File: src/rtl/keypad_scanner.sv
// keypad_scanner: 4x4 hex key matrix scanner with debouncing.
// Drives one row low at a time and samples the columns near the end of each row slot.
// A full-matrix snapshot is produced once per scan. A key change takes effect only
// after DEBOUNCE_SCANS+1 identical snapshots, and newly pressed keys then pulse for one clock.
// Optional feature macro: MULTIKEY_LOCKOUT_EN. When it is defined, snapshots with two or
// more keys down are rejected, which suppresses ghost keys.
module keypad_scanner #(
  parameter int SCAN_DIV       = 1000,
  parameter int DEBOUNCE_SCANS = 4
) (
  input  logic        clk,
  input  logic        rst_n,
  output logic [3:0]  row_n,
  input  logic [3:0]  col_n,
  output logic [15:0] key_pulse,
  output logic        key_down,
  output logic [3:0]  key_code
);

  localparam int DW = (SCAN_DIV > 1) ? $clog2(SCAN_DIV) : 1;
  localparam int CW = $clog2(DEBOUNCE_SCANS + 1);
  localparam logic [DW-1:0] DIV_LAST = DW'(SCAN_DIV - 1);
  localparam logic [CW-1:0] EQ_MAX   = CW'(DEBOUNCE_SCANS);
  localparam logic [CW-1:0] EQ_ARM   = CW'(DEBOUNCE_SCANS - 1);

  // Two-flop column synchroniser; the pull-ups make all-ones the idle value.
  logic [3:0]    col_p0, col_p1;
  // Row scan state.
  logic [DW-1:0] div;
  logic [1:0]    row;
  logic [11:0]   scan_buf;   // rows 0..2 of the scan in progress
  // Completed snapshot and its strobe (scan_done).
  logic [15:0]   snap_p2;
  logic          vld_p2;
  // Debounce state.
  logic [15:0]   prev_snap;
  logic [15:0]   stable;
  logic [CW-1:0] eq_cnt;
  logic          snap_ok;
  logic          same;
  logic          commit;

  // Saturating increment of the equal-snapshot counter, so a held key never re-arms.
  function automatic logic [CW-1:0] sat_inc(input logic [CW-1:0] cnt);
    return (cnt == EQ_MAX) ? cnt : cnt + CW'(1);
  endfunction

  // Index of the lowest set bit, or 0 when no bit is set.
  function automatic logic [3:0] lowest_idx(input logic [15:0] v);
    logic [3:0] idx;
    idx = '0;
    for (int i = 15; i >= 0; i--) begin
      if (v[i]) idx = 4'(i);
    end
    return idx;
  endfunction

`ifdef MULTIKEY_LOCKOUT_EN
  // True when two or more bits are set.
  function automatic logic multi_hot(input logic [15:0] v);
    return |(v & (v - 16'd1));
  endfunction

  assign snap_ok = ~multi_hot(snap_p2);
`else
  assign snap_ok = 1'b1;
`endif

  // Synchronise the asynchronous column inputs before any use.
  always_ff @(posedge clk or negedge rst_n) begin
    if (!rst_n) begin
      col_p0 <= 4'hF;
      col_p1 <= 4'hF;
    end else begin
      col_p0 <= col_n;
      col_p1 <= col_p0;
    end
  end

  // Row scan: hold each row for SCAN_DIV clocks, then sample its columns on the wrap edge.
  always_ff @(posedge clk or negedge rst_n) begin
    if (!rst_n) begin
      div      <= '0;
      row      <= 2'd0;
      row_n    <= 4'b1110;
      scan_buf <= '0;
      snap_p2  <= '0;
      vld_p2   <= 1'b0;
    end else begin
      vld_p2 <= 1'b0;
      if (div == DIV_LAST) begin
        div   <= '0;
        row   <= row + 2'd1;
        row_n <= {row_n[2:0], row_n[3]};
        case (row)
          2'd0: scan_buf[3:0]  <= ~col_p1;
          2'd1: scan_buf[7:4]  <= ~col_p1;
          2'd2: scan_buf[11:8] <= ~col_p1;
          default: begin
            snap_p2 <= {~col_p1, scan_buf};
            vld_p2  <= 1'b1;
          end
        endcase
      end else begin
        div <= div + DW'(1);
      end
    end
  end

  // Compare the new snapshot with the previous one and decide whether the stable state updates.
  always_comb begin
    same   = (snap_p2 == prev_snap);
    commit = vld_p2 && snap_ok && same && (eq_cnt == EQ_ARM);
  end

  // Debounce counter, stable state and registered outputs; pulses only for newly pressed keys.
  always_ff @(posedge clk or negedge rst_n) begin
    if (!rst_n) begin
      prev_snap <= '0;
      stable    <= '0;
      eq_cnt    <= '0;
      key_pulse <= '0;
      key_down  <= 1'b0;
      key_code  <= 4'd0;
    end else begin
      key_pulse <= '0;
      if (vld_p2) begin
        if (!snap_ok) begin
          eq_cnt <= '0;
        end else begin
          eq_cnt    <= same ? sat_inc(eq_cnt) : '0;
          prev_snap <= snap_p2;
          if (commit) begin
            stable    <= snap_p2;
            key_pulse <= snap_p2 & ~stable;
            key_down  <= |snap_p2;
            key_code  <= lowest_idx(snap_p2);
          end
        end
      end
    end
  end

endmodule

File: config.mk
export PLATFORM = sky130hd
export DESIGN_NAME = keypad_scanner
export DESIGN_NICKNAME = d
export VERILOG_FILES = /design/src/rtl/keypad_scanner.sv
export SDC_FILE = /design/constraint.sdc
export NUM_CORES = 1
export LEC_CHECK = 0
export BUFFER_PORTS_ARGS = -buffer_cell sky130_fd_sc_hd__buf_2
export CORE_AREA = 5 5 88 131
export DETAILED_ROUTE_END_ITERATION = 6
export DIE_AREA = 0 0 93 136
export HOLD_SLACK_MARGIN = 0.08
export SYNTH_ARGS = -nofsm -noshare
export SYNTH_HDL_FRONTEND = slang
export SYNTH_SLANG_ARGS = --single-unit
File: constraint.sdc
create_clock -name clk -period 1.8 [get_ports clk]
set_input_delay 0.54 -clock clk [delete_from_list [all_inputs] [get_ports clk]]
set_output_delay 0.54 -clock clk [all_outputs]
set_load 0.05 [all_outputs]
==> results_dict.tcl <==
set metrics [dict create \
    status "complete, but fails checks" \
    violations "setup timing" \
    path_clk_slew_ps 70 \
    drtAntennaViolNets 0 \
    drcViolationCount 0 \
    synth_top_area_cell "dfrtp_1" \
    grt_max_degree 58 \
    nFillCells 901 \
    utilization_pct 52.2 \
    yosysWarnings 0 \
    dpl.cell_count 527 \
    worst_pin_slew_ps 450 \
    netlist_area_sq_mm 0.00451 \
    rows 46 \
    ios 31 \
    synth_edf_count 0 \
    max_slew_margin_pct 69.7 \
    ys_dominant_reg_cell "dfrtp_1" \
    clk_latency_ps 350 \
    synth_common_cells "dfrtp_1 (98), nand2_1 (58), mux2_2 (27)" \
    grt_usage_pct 14.2 \
    numCtsBuffers 9 \
    combPwrFrac_pct 1.4 \
    fin_skew_ps 8.10 \
    peakVddDrop_v 0.000472 \
    p_sw_share_pct 21.0 \
    drt-wirelength-per-cell_um 14.6 \
    crit_chain "xnor2_2, nand4_1, nor4_4, and3_1, buf_6, mux2_4" \
    wirelength_um 7970 \
    grt.overflow.total 0 \
    layout_min_cycle_time_ps 1900 \
    power.internal_mw 3.57 \
    hp-class "in2reg" \
    slowest_delay_ps 410 \
    stdcell_count 544 \
    whs_endpoint "col_p0[1]$_DFF_PN1_" \
    leakagePower_nw 2.61 \
    rr_worst_depth 6 \
    seq_area_frac_synth_pct 60.7 \
    htree_levels 3 \
    finalCritPeriodShare_pct 105 \
    maxCapViolCount 0 \
    synth.net_count 383 \
    ys_ff_latch 109 \
    postCtsSetupBuffers 0 \
    regToRegEndpoint "key_code[2]$_DFFE_PN0P_" \
    vias 2738 \
    dieArea_sq_mm 0.0126 \
    path_delay_family "simple AND/OR/NAND/NOR gates" \
    diodes 0 \
    hold_path_depth 1 \
    clock-sinks 109 \
    core_area_sq_mm 0.0104 \
    grt_pass1_vias 2940 \
    place_congestion 0.757 \
    drive_gt1_share_pct 35.1 \
    nNetsFinal 433 \
    cts_buffer_depth 2 \
    die_w_um 93 \
    root_buffer "clkbuf_16" \
    finalMaxSlewViolations 0 \
    setup_viol 21 \
    die_y_um 136 \
    async_reset_ff_share_pct 100 \
    synth_most_common_cell "dfrtp_1" \
    yosys-top-cells-area "dfrtp_1 (54%), mux2_2 (6.7%), dfstp_2 (6.4%), nand2_1 (4.8%), mux2_4 (4.7%)" \
    startpoint "prev_snap[8]$_DFFE_PN0P_" \
    hold_viol_final 0 \
    vias_per_cell 5.03 \
    syn_to_final_growth_pct 19.8 \
    hp-start "col_n[1]" \
    syn_inst 369 \
    crit_fanout 5 \
    critPathKind "reg2reg" \
    critPathLaunchType "flop" \
    syn-mean-instance-area_sq_um 12.2 \
    power_density_mw_per_mm2 836 \
    crit_arrival_ps 2130 \
    yosysUniqueCellTypes 34 \
    p_sw_uw 951 \
    tns_ps -1610 \
    rrSetupSlack_ps -100 \
    synth_top_area_share_pct 54.3 \
    seq_power_share_pct 54.7 \
    place_ws_ps -171 \
    max_freq_ghz 0.528 \
    grt_pass1_wl_um 14000 \
    crit_path_end_kind "flop" \
    cp.required_ps 2030 \
    rsz0062_at_grt "true" \
    drt_iter0_markers 83 \
    cpMaxStageDelayCell "dfrtp_1" \
    portBuffers 30 \
    worst_slack_ps -95.2 \
    r2r-start "prev_snap[8]$_DFFE_PN0P_" \
    antenna_found_initial 0 \
    firstDrtPassIters 4 \
    critPathBufInv 1 \
    hpwl_um 5630 \
    p_clk_share_pct 44.0 \
    initial_core_util_pct 43.6 \
    cts_tree "built" \
]
## per-stage QoR
step | area, sq um | hold WS, ps | power (mW)
2_1_floorplan | 4580 | 244 | 2.52
3_3_place_gp | 4980 | 347 | 2.58
3_5_place_dp | 4980 | 347 | 2.59
4_1_cts | 5320 | 267 | 4.60
5_1_grt | 5410 | 261 | 4.70
6_report | 5410 | 286 | 4.52
## flip-flops by register name (all words and copies together), names as in the netlist
signal     count
vld_p2         1
snap_p2       16
prev_snap     16
eq_cnt         3
row_n          4
row            2
div           10
key_code       4
key_pulse     16
scan_buf      12
col_p0         4
key_down       1
stable        16
col_p1         4
## metal layers
metal  share of wire (%)  vias up  global-route usage (%)
li1                    -     1347                       -
met1                  42     1332                    16.3
met2                  53       47                    25.1
met3                 2.9       12                    2.93
met4                 2.5        0                    6.76
met5                   0        -                       0
## cell families (layout without fill, tap and decap cells)
group | Yosys count | in the layout | synth area share (%)
xor gates and xnor gates | 23 | 23 | 4.46
DFF | 109 | 109 | 60.7
buffers and inverters | 28 | 83 | 3.19
adders and majority gates | 8 | 8 | 2.22
and+or+nand+nor | 121 | 121 | 13.2
AOI/OAI and AO/OA | 39 | 39 | 4.85
muxes | 41 | 41 | 11.4
## power groups by stage
stage                     Combinational, mW  Sequential, mW  Clock [mW]
final                                0.0626            2.47        1.99
after global routing                 0.0749            2.47        2.15
after CTS                            0.0680            2.47        2.06
after detailed placement             0.0663            2.52           0
after global placement               0.0648            2.52           0
after floorplan                    0.000111            2.52           0
## placed cells by master (no fill, tap or decap), types with 2 or more instances in the layout
cell type,Yosys,layout
nand4_1,6,6
mux2_4,14,19
o21ai_0,21,19
ha_1,8,8
buf_4,0,21
nor3_1,5,2
nand3_1,8,8
xnor2_1,20,17
dfrtp_1,98,98
nor4_1,3,2
dfstp_2,11,11
nor3b_2,0,11
clkinvlp_4,0,3
buf_6,4,3
buf_12,0,3
nor2_1,21,21
o21ai_1,0,2
xor2_1,3,3
inv_1,10,10
xnor2_2,0,3
nand2_2,0,3
nor3_2,1,4
o22ai_1,2,2
nand2_1,58,54
buf_2,7,29
a21oi_1,9,9
clkbuf_16,0,9
mux2_2,27,22
o31ai_1,2,2
## how the worst max path moves through the flow
stage	to	slack (ps)	depth (start not counted)
after CTS	key_code[1]$_DFFE_PN0P_	-120	6
final	key_code[2]$_DFFE_PN0P_	-100	6
after global routing	key_code[1]$_DFFE_PN0P_	-200	6
after global placement	key_code[3]$_DFFE_PN0P_	-140	6
after detailed placement	key_code[1]$_DFFE_PN0P_	-170	6
after floorplan	key_code[0]$_DFFE_PN0P_	-150	7
## layout make-up
type	count	area, sq um	area share, %
flip-flops and latches	109	2740	50.7
well taps	120	150	2.78
inverters	10	37.5	0.694
multi-input cells	232	1770	32.8
clock buffers	10	229	4.23
clock inverters	6	72.6	1.34
repair buffers	57	407	7.52
## timing repair
item / 4_1_cts / 5_1_grt
setup endpoints to repair: 38 / 61
resized for setup: 5 / 22
hold buffers: 1 / 0
pin swaps: 4 / 1
hold endpoints to repair: 5 / 0
Power figures use the tool's default switching activity.
